$ cat src/rtl/score_strobe_ctrl.sv
// score_strobe_ctrl
//   Time-multiplexed four-digit score display with high-score tracking.
//   A prescaler divides CLK into digit ticks. Each tick advances a 2-bit
//   digit index that cycles through:
//     0 = live units, 1 = live tens, 2 = high-score units, 3 = high-score tens.
//   The anode enables, the BCD digit value and the blank flag are registered
//   from the current index. Each GAME_OVER rising edge compares the live
//   score against the stored high score.
//
//   Optional feature: define SCORE_BLINK_EN to blink the high-score digits
//   while NEW_HIGH is set. The blink is driven by a BLINK_BITS-wide counter
//   that advances once per full strobe cycle.
//
// Ports
//   CLK          in   sole clock, rising edge
//   RESET        in   asynchronous, active-high reset
//   SCORE_UNITS  in   [3:0] live score units digit (BCD)
//   SCORE_TENS   in   [3:0] live score tens digit (BCD)
//   GAME_OVER    in   level, high while the game is over
//   STROBE_COUNT out  [1:0] current digit index
//   SEG_SELECT   out  [3:0] active-low anode enables, one-hot low
//   DIGIT_VALUE  out  [3:0] BCD value for the segment decoder
//   DIGIT_BLANK  out  high blanks the current digit
//   NEW_HIGH     out  high when the last game set a new high score
module score_strobe_ctrl #(
  parameter int STROBE_MAX = 99999,
  parameter int BLINK_BITS = 8
) (
  input  logic       CLK,
  input  logic       RESET,
  input  logic [3:0] SCORE_UNITS,
  input  logic [3:0] SCORE_TENS,
  input  logic       GAME_OVER,
  output logic [1:0] STROBE_COUNT,
  output logic [3:0] SEG_SELECT,
  output logic [3:0] DIGIT_VALUE,
  output logic       DIGIT_BLANK,
  output logic       NEW_HIGH
);

  localparam int PW = (STROBE_MAX < 1) ? 1 : $clog2(STROBE_MAX + 1);

  if (BLINK_BITS < 1) begin : g_bad_blink_bits
    $error("BLINK_BITS must be at least 1");
  end

  logic [PW-1:0] presc;
  logic          tick;
  logic [3:0]    units_c, tens_c;
  logic [3:0]    high_units, high_tens;
  logic          go_d;
  logic          go_rise, go_fall;
  logic          live_gt_high;
  logic          hs_blink;
  logic [3:0]    seg_nxt, value_nxt;
  logic          blank_nxt;

  assign tick    = (presc == PW'(STROBE_MAX));
  assign units_c = (SCORE_UNITS > 4'd9) ? 4'd9 : SCORE_UNITS;
  assign tens_c  = (SCORE_TENS  > 4'd9) ? 4'd9 : SCORE_TENS;
  assign go_rise = GAME_OVER & ~go_d;
  assign go_fall = ~GAME_OVER & go_d;
  // Clamped BCD digits order the same way as their decimal values.
  assign live_gt_high = {tens_c, units_c} > {high_tens, high_units};

  always_ff @(posedge CLK or posedge RESET) begin
    if (RESET) begin
      presc        <= '0;
      STROBE_COUNT <= '0;
    end else begin
      presc <= tick ? '0 : presc + PW'(1);
      if (tick) STROBE_COUNT <= STROBE_COUNT + 2'd1;
    end
  end

  always_ff @(posedge CLK or posedge RESET) begin
    if (RESET) begin
      go_d       <= 1'b0;
      high_units <= '0;
      high_tens  <= '0;
      NEW_HIGH   <= 1'b0;
    end else begin
      go_d <= GAME_OVER;
      if (go_rise && live_gt_high) begin
        high_units <= units_c;
        high_tens  <= tens_c;
        NEW_HIGH   <= 1'b1;
      end else if (go_fall) begin
        NEW_HIGH <= 1'b0;
      end
    end
  end

`ifdef SCORE_BLINK_EN
  logic [BLINK_BITS-1:0] blink_cnt;

  always_ff @(posedge CLK or posedge RESET) begin
    if (RESET) blink_cnt <= '0;
    else if (tick && STROBE_COUNT == 2'd3) blink_cnt <= blink_cnt + 1'b1;
  end

  assign hs_blink = NEW_HIGH & blink_cnt[BLINK_BITS-1];
`else
  assign hs_blink = 1'b0;
`endif

  always_comb begin
    seg_nxt   = 4'b1111;
    value_nxt = '0;
    blank_nxt = 1'b0;
    seg_nxt[STROBE_COUNT] = 1'b0;
    case (STROBE_COUNT)
      2'd0: value_nxt = units_c;
      2'd1: begin
        value_nxt = tens_c;
        blank_nxt = (tens_c == 4'd0);
      end
      2'd2: begin
        value_nxt = high_units;
        blank_nxt = hs_blink;
      end
      default: begin
        value_nxt = high_tens;
        blank_nxt = (high_tens == 4'd0) | hs_blink;
      end
    endcase
  end

  always_ff @(posedge CLK or posedge RESET) begin
    if (RESET) begin
      SEG_SELECT  <= 4'b1110;
      DIGIT_VALUE <= '0;
      DIGIT_BLANK <= 1'b0;
    end else begin
      SEG_SELECT  <= seg_nxt;
      DIGIT_VALUE <= value_nxt;
      DIGIT_BLANK <= blank_nxt;
    end
  end

endmodule

$ cat config.mk
export PLATFORM = sky130hd
export DESIGN_NAME = score_strobe_ctrl
export DESIGN_NICKNAME = d
export VERILOG_FILES = /design/src/rtl/score_strobe_ctrl.sv
export SDC_FILE = /design/constraint.sdc
export NUM_CORES = 1
export LEC_CHECK = 0
export CAP_MARGIN = 0
export CORE_MARGIN = 2
export CORE_UTILIZATION = 50
export DETAILED_ROUTE_END_ITERATION = 16
export DONT_BUFFER_PORTS = 1
export GPL_ROUTABILITY_DRIVEN = 1
export GPL_TIMING_DRIVEN = 0
export PLACE_DENSITY_LB_ADDON = 0.1
export SYNTH_ARGS = -nofsm -noshare
export SYNTH_HDL_FRONTEND = slang
export SYNTH_SLANG_ARGS = --single-unit
$ cat constraint.sdc
create_clock -name CLK -period 4.6 [get_ports CLK]
set_input_delay 1.38 -clock CLK [delete_from_list [all_inputs] [get_ports CLK]]
set_output_delay 1.38 -clock CLK [all_outputs]
set_load 0.02 [all_outputs]
# Word level (Yosys, flattened, before mapping)
# Index checks and enable logic that the tools add are counted.
op_classes:
  n_addsub: 2
  n_lt_le_gt_ge: 5
  eq_ne: 3
  mux: 9
  bitwise: 5
  n_reduce_logical: 7
op_table:
  columns: ["cell", "n"]
  rows:
  - ["17-bit by 1-bit adder with 17-bit output, second input constant", 1]
  - ["17-bit == test, second input constant", 1]
  - ["17-bit two-way mux", 1]
  - ["4-bit one-hot mux with 3 select lines", 1]
  - ["4-bit greater-than comparator, second input constant", 2]
  - ["8-bit greater-than comparator", 1]
  - ["4-bit logical NOT", 2]
  - ["4-bit two-way mux", 2]
  - ["4-bit inverter", 1]
  - ["2-bit by 3-bit < comparator with 1-bit output, second input constant", 1]
  - ["1-bit two-way mux", 3]
  - ["2-bit by 1-bit adder with 2-bit output, second input constant", 1]
  - ["1-bit AND", 2]
  - ["1-bit demux with 2-bit select", 1]
  - ["2-bit by 1-bit == test with 1-bit output, second input constant", 1]
  - ["2-bit == test, second input constant", 1]
  - ["2-bit by 1-bit >= comparator with 1-bit output, second input constant", 1]
  - ["1-bit logical AND", 2]
  - ["2-bit logical NOT", 1]
  - ["1-bit inverter", 2]
  - ["1-bit one-hot mux with 2 select lines", 1]
  - ["2-bit nonzero test", 1]
  - ["2-bit OR reduction", 1]
totals:
  register_bits: 38
  input_bits: 11
  out_inout_bits: 12

# Depth between registers and ports, before layout
# Gate-level depths: netlist of the first run.
depth:
  ltp_word: 5
  depth_mapped: 9

# Worst setup path before layout of the first run
# No wires, ideal clock.
synth_timing:
  kind: "input-to-reg"
  from: "input port SCORE_UNITS[1]"
  to: "register high_tens[0]"
  arrival_ns: 2.812
  t_required_ns: 4.475
  path_slack_ns: 1.663
  path_stages: 7
  cell_sequence: "nor2b_1 -> ha_1 -> nor2b_1 -> o211ai_1 -> nand3_1 -> nand4_1 -> mux2_2"
synth_between:
  elab_chain_len: 4
synth_lines:
  columns: ["item", "line", "text"]
  rows:
  - ["from (decl)", "31", "input logic [3:0] SCORE_UNITS,"]
  - ["4-bit greater-than comparator", "59", "assign units_c = (SCORE_UNITS > 4'd9) ? 4'd9 : SCORE_UNITS;"]
  - ["4-bit two-way mux *", "59", null]
  - ["8-bit greater-than comparator *", "64", "assign live_gt_high = {tens_c, units_c} > {high_tens, high_units};"]
  - ["1-bit logical AND *", "84", "if (go_rise && live_gt_high) begin"]
  - ["to (signal assigned)", "86", "high_tens <= tens_c;"]
  - ["to (decl)", "50", "logic [3:0] high_units, high_tens;"]
# Every way passes the cells marked *; elsewhere a longest branch is shown, timed or not.
# A chain may end at the register's enable or synchronous reset.

# Worst setup path in the final report of the first run
layout_timing:
  from: "input port SCORE_TENS[1]"
  to: "register high_tens[1]"
layout_between:
  elab_chain_len: 4
layout_lines:
  columns: ["item", "line", "text"]
  rows:
  - ["from (decl)", "32", "input logic [3:0] SCORE_TENS,"]
  - ["4-bit greater-than comparator", "60", "assign tens_c = (SCORE_TENS > 4'd9) ? 4'd9 : SCORE_TENS;"]
  - ["4-bit two-way mux", "60", null]
  - ["via tens_c[0]", "49", "logic [3:0] units_c, tens_c;"]
  - ["8-bit greater-than comparator", "64", null]
  - ["1-bit logical AND", "84", null]
# The timed path passes the listed nets, and every way through them passes these cells.

==> results of run 1 <==
cell type report:
class | count | area, um^2
Buffer | 4 | 22.5
Sequential cell | 38 | 955
Tap cell | 48 | 60.1
Clock buffer | 8 | 90.1
Fill cell | 332 | 1600
Inverter | 16 | 60.1
Multi-Input combinational cell | 114 | 846
per-layer routing:
layer | global-route usage [%] | up-vias
li1 | - | 605
met4 | 8.85 | 0
met2 | 29.0 | 23
met3 | 4.11 | 7
met1 | 23.6 | 586
met5 | 0 | -
placed cells by master (no fill, tap or decap), types with 3 or more instances in the layout:
cell and n:
sky130_fd_sc_hd__a21oi_1 9, sky130_fd_sc_hd__clkbuf_1 5, sky130_fd_sc_hd__clkbuf_8 6, sky130_fd_sc_hd__dfrtp_1 35, sky130_fd_sc_hd__dfstp_2 3, sky130_fd_sc_hd__ha_1 14, sky130_fd_sc_hd__inv_1 15, sky130_fd_sc_hd__mux2_2 9
sky130_fd_sc_hd__nand2_1 10, sky130_fd_sc_hd__nand3_1 7, sky130_fd_sc_hd__nand4_1 6, sky130_fd_sc_hd__nor2_1 12, sky130_fd_sc_hd__nor2b_1 7, sky130_fd_sc_hd__o21ai_0 3, sky130_fd_sc_hd__xnor2_1 12, sky130_fd_sc_hd__xor2_1 4
cell families after synthesis:
family          count (synthesis)  share of synthesized area [%]
simple gates                   55                           15.7
flops                          38                           50.7
buf+inv                        20                           4.39
compound gates                 19                           6.58
xor+xnor                       16                           7.44
fa+ha+maj                      14                           9.30
mux                            10                           5.91
cell usage after synthesis, types with 2 or more instances:
cell                        n  area, um^2
sky130_fd_sc_hd__mux2_2     9         101
sky130_fd_sc_hd__inv_1     16        60.1
sky130_fd_sc_hd__ha_1      14         175
sky130_fd_sc_hd__clkbuf_1   3        11.3
sky130_fd_sc_hd__nand3_1    7        35.0
sky130_fd_sc_hd__dfstp_2    3        78.8
sky130_fd_sc_hd__nand4_1    6        37.5
sky130_fd_sc_hd__a221o_1    2        20.0
sky130_fd_sc_hd__dfrtp_1   35         876
sky130_fd_sc_hd__nand2_1   10        37.5
sky130_fd_sc_hd__a21oi_1    9        45.0
sky130_fd_sc_hd__nor2_1    12        45.0
sky130_fd_sc_hd__nor3b_1    2        15.0
sky130_fd_sc_hd__nand2b_1   2        12.5
sky130_fd_sc_hd__nor2b_1    7        43.8
sky130_fd_sc_hd__xor2_1     4        35.0
sky130_fd_sc_hd__nor3_1     2        10.0
sky130_fd_sc_hd__o21ai_0    3        15.0
sky130_fd_sc_hd__and4_1     2        17.5
sky130_fd_sc_hd__xnor2_1   12         105
sky130_fd_sc_hd__and3_1     2        12.5
registers in the layout (all words and copies together), names as in the netlist:
signal	cells
presc	17
DIGIT_VALUE	4
SEG_SELECT	4
high_tens	4
high_units	4
STROBE_COUNT	2
DIGIT_BLANK	1
NEW_HIGH	1
go_d	1
stage by stage:
step	hold WS (ps)	instance area (um^2)	power, uW
CTS	489	2030	819
global route	520	2030	861
global placement	468	1940	574
detailed placement	479	1940	585
floorplan	450	1880	545
finish	483	2030	810
worst max-delay path, cell delays in order:
cell	delay (ps)
sky130_fd_sc_hd__o21ai_0	140
sky130_fd_sc_hd__nand2b_1	120
sky130_fd_sc_hd__ha_1	300
sky130_fd_sc_hd__nand4_1	110
sky130_fd_sc_hd__nor2_1	70
sky130_fd_sc_hd__a21oi_1	110
sky130_fd_sc_hd__nand4_1	410
sky130_fd_sc_hd__mux2_2	430
how the worst max path moves through the flow:
| stage | startpoint | to | slack (ps) | depth (start not counted) |
|---|---|---|---|---|
| detailed placement | SCORE_UNITS[1] | high_tens[1] | 1390 | 7 |
| global placement | SCORE_TENS[1] | high_units[0] | 1400 | 7 |
| global route | SCORE_TENS[1] | high_tens[1] | 1520 | 8 |
| CTS | SCORE_UNITS[1] | high_tens[1] | 1690 | 7 |
| finish | SCORE_TENS[1] | high_tens[1] | 1690 | 8 |
| floorplan | SCORE_UNITS[1] | high_tens[0] | 1660 | 7 |
power by group through the flow:
stage / Clock (uW) / Combinational (uW) / Sequential [uW]
2_1_floorplan: 0 / 136 / 408
3_3_place_gp: 0 / 158 / 416
3_5_place_dp: 0 / 168 / 417
4_1_cts: 238 / 169 / 411
5_1_grt: 249 / 195 / 417
6_report: 231 / 167 / 412
==> Flow_metrics.wiki, run 1 <==
{| class="wikitable"
! Metric !! Value
|-
| Synth cell types || 31
|-
| Worst-case setup slack after placement || 1390 ps
|-
| Leakage power || 0.000923 uW
|-
| Sequential-to-total area share from yosys stat || 50.7%
|-
| EDFF count, synth || 0
|-
| Clock transition at path regs || 70 ps
|-
| CTS sink cnt || 38
|-
| Total CTS buffers || 5
|-
| Worst hold path stage count || 1
|-
| Routed length per instance || 14.1 um
|-
| Placed cell count || 220
|-
| Kind of critical path || in -> reg
|-
| Setup TNS Final || 0 ps
|-
| PwrDens || 398 nW/um^2
|-
| Die area || 4270 um^2
|-
| Insertion delay to the later sink of the worst-skew pair || 290 ps
|-
| Setup slack of the most critical reg-to-reg path || 2530 ps
|-
| Iteration count of the initial detailed-routing pass || 4
|-
| Nets || 204
|-
| Std-Cell Rows || 22
|-
| Combinational share of power || 20.7%
|-
| Antenna Nets Post-Route || 0
|-
| Final max-slew violation count || 0
|-
| Average cell area after synthesis || 10.9 um^2
|-
| Wire length on met1 || 1560 um
|-
| Top routing layer in use || met4
|-
| Internal Power || 579 uW
|-
| Clock tree from TritonCTS || yes
|-
| Max-capacitance violation count || 0
|-
| Count of endpoints failing setup in the final report || 0
|-
| Net Switching || 231 uW
|-
| Worst relative slew slack || 49.7%
|-
| Starting Density || 51.8%
|-
| Number of instances in the synthesized netlist || 172
|-
| Skew final || 6.72 ps
|-
| Startpoint of the lowest-slack hold path || presc[0]
|-
| Sum of overflow across all layers after global routing || 0
|-
| Buffers inserted during post-CTS setup optimization || 0
|-
| Slew at the pin closest to its max-slew limit || 754 ps
|-
| Worst-case vdd ir drop || 230 uV
|-
| Worst min-delay path category || reg -> reg
|-
| Per-cell via count in the routed design || 5.36
|-
| Met2 wirelength from detailed routing || 1470 um
|-
| Hold Vio Cnt, Final || 0
|-
| Warnings from Yosys || 0
|-
| Worst-path maximum fanout || 9
|-
| Run status || finished clean
|-
| Buffer type at the clock tree root || sky130_fd_sc_hd__clkbuf_8
|-
| Met3 wire length || 124 um
|-
| Switching part of the total || 28.5%
|-
| Required time at the endpoint of the critical path || 4770 ps
|-
| Top flip-flop cell by instance count after synthesis || sky130_fd_sc_hd__dfrtp_1
|-
| Total of flip-flops plus latches after synthesis || 38
|-
| Startpoint types || primary input
|-
| Worst Hold End || presc[0]
|-
| CTS Hold Bufs || 0
|-
| Area growth from synthesis to final layout || 7.97%
|-
| Async S/R FF share, synth || 100%
|-
| Total I/O pin count || 23
|-
| Number of DRC violations after detailed routing || 0
|-
| Post-synthesis instance area || 1880 um^2
|-
| Utilization of the core after routing || 56.0%
|-
| Arrival time worst endpoint || 3070 ps
|-
| Vias in the first global route || 1293
|-
| Synth Net Count || 197
|-
| Fraction of final layout cells with drive strength greater than 1 || 11.7%
|-
| CP Capture Type || flip-flop
|-
| Tot GR Track Use || 18.3%
|-
| IO Port Bufs || 0
|-
| Maximum number of pins on one net before global-route repair || 39
|-
| Number of DRC markers after the initial detailed-route iteration || 99
|-
| Portion of the clock cycle consumed by the worst path in the final layout || 63.2%
|-
| Max Root-Sink Buffers || 2
|-
| Non-filler instance count after layout || 228
|-
| ANT cells || 0
|-
| Clock share of power || 28.5%
|-
| Unrepaired setup endpoints after global routing || false
|-
| Reg2Reg Capture Point || high_tens[1]
|-
| Worst Slack Setup Final || 1690 ps
|-
| Floorplan die width || 65.4 um
|-
| HPWL after DPL || 2450 um
|-
| H-tree level count || 2
|-
| Detailed-route wire length || 3220 um
|-
| Depth of the worst register-to-register path || 7
|-
| Global-route wire length before repair || 5890 um
|-
| Max Clk Rate || 0.344 GHz
|-
| Final weighted congestion in routability-driven placement || 0.845
|-
| Std-Cell Core Area || 3630 um^2
|-
| Overall die height || 65.4 um
|-
| Shortest clock period the worst path allows after layout || 2910 ps
|-
| Number of antenna violations at the first check in global routing || 0
|-
| Launching point of the worst reg2reg path || high_tens[3]
|-
| PostCTS Resize Cnt || 0
|-
| Via count || 1221
|-
| Flop pwr share || 50.8%
|}
Note: power is estimated with default switching activity, not from simulation.
==> inputs of run 2 (changes only) <==
==> constraint.sdc (replaced) <==
create_clock -name CLK -period 2.8 [get_ports CLK]
set_input_delay 0.84 -clock CLK [delete_from_list [all_inputs] [get_ports CLK]]
set_output_delay 0.84 -clock CLK [all_outputs]
set_load 0.02 [all_outputs]
==> results of run 2 <==
Same layout as run 1 (identical final DEF). Status: finished clean.
Main changes from that run: setup slack after placement 1390 ps -> 128 ps; setup slack after layout 1690 ps -> 435 ps; register-to-register setup slack 2530 ps -> 730 ps; total power 810 uW -> 1330 uW; worst IR drop on VDD 230 uV -> 378 uV
==> inputs of run 3 (changes only) <==
==> constraint.sdc (replaced) <==
create_clock -name CLK -period 2.45 [get_ports CLK]
set_input_delay 0.735 -clock CLK [delete_from_list [all_inputs] [get_ports CLK]]
set_output_delay 0.735 -clock CLK [all_outputs]
set_load 0.02 [all_outputs]
==> results of run 3 <==
Same layout as run 1 (identical final DEF). Status: finished clean.
Main changes from that run: setup slack after placement 1390 ps -> -117 ps; setup slack after layout 1690 ps -> 190 ps; hold slack 483 ps -> 456 ps; register-to-register setup slack 2530 ps -> 380 ps; total power 810 uW -> 1520 uW; worst IR drop on VDD 230 uV -> 432 uV
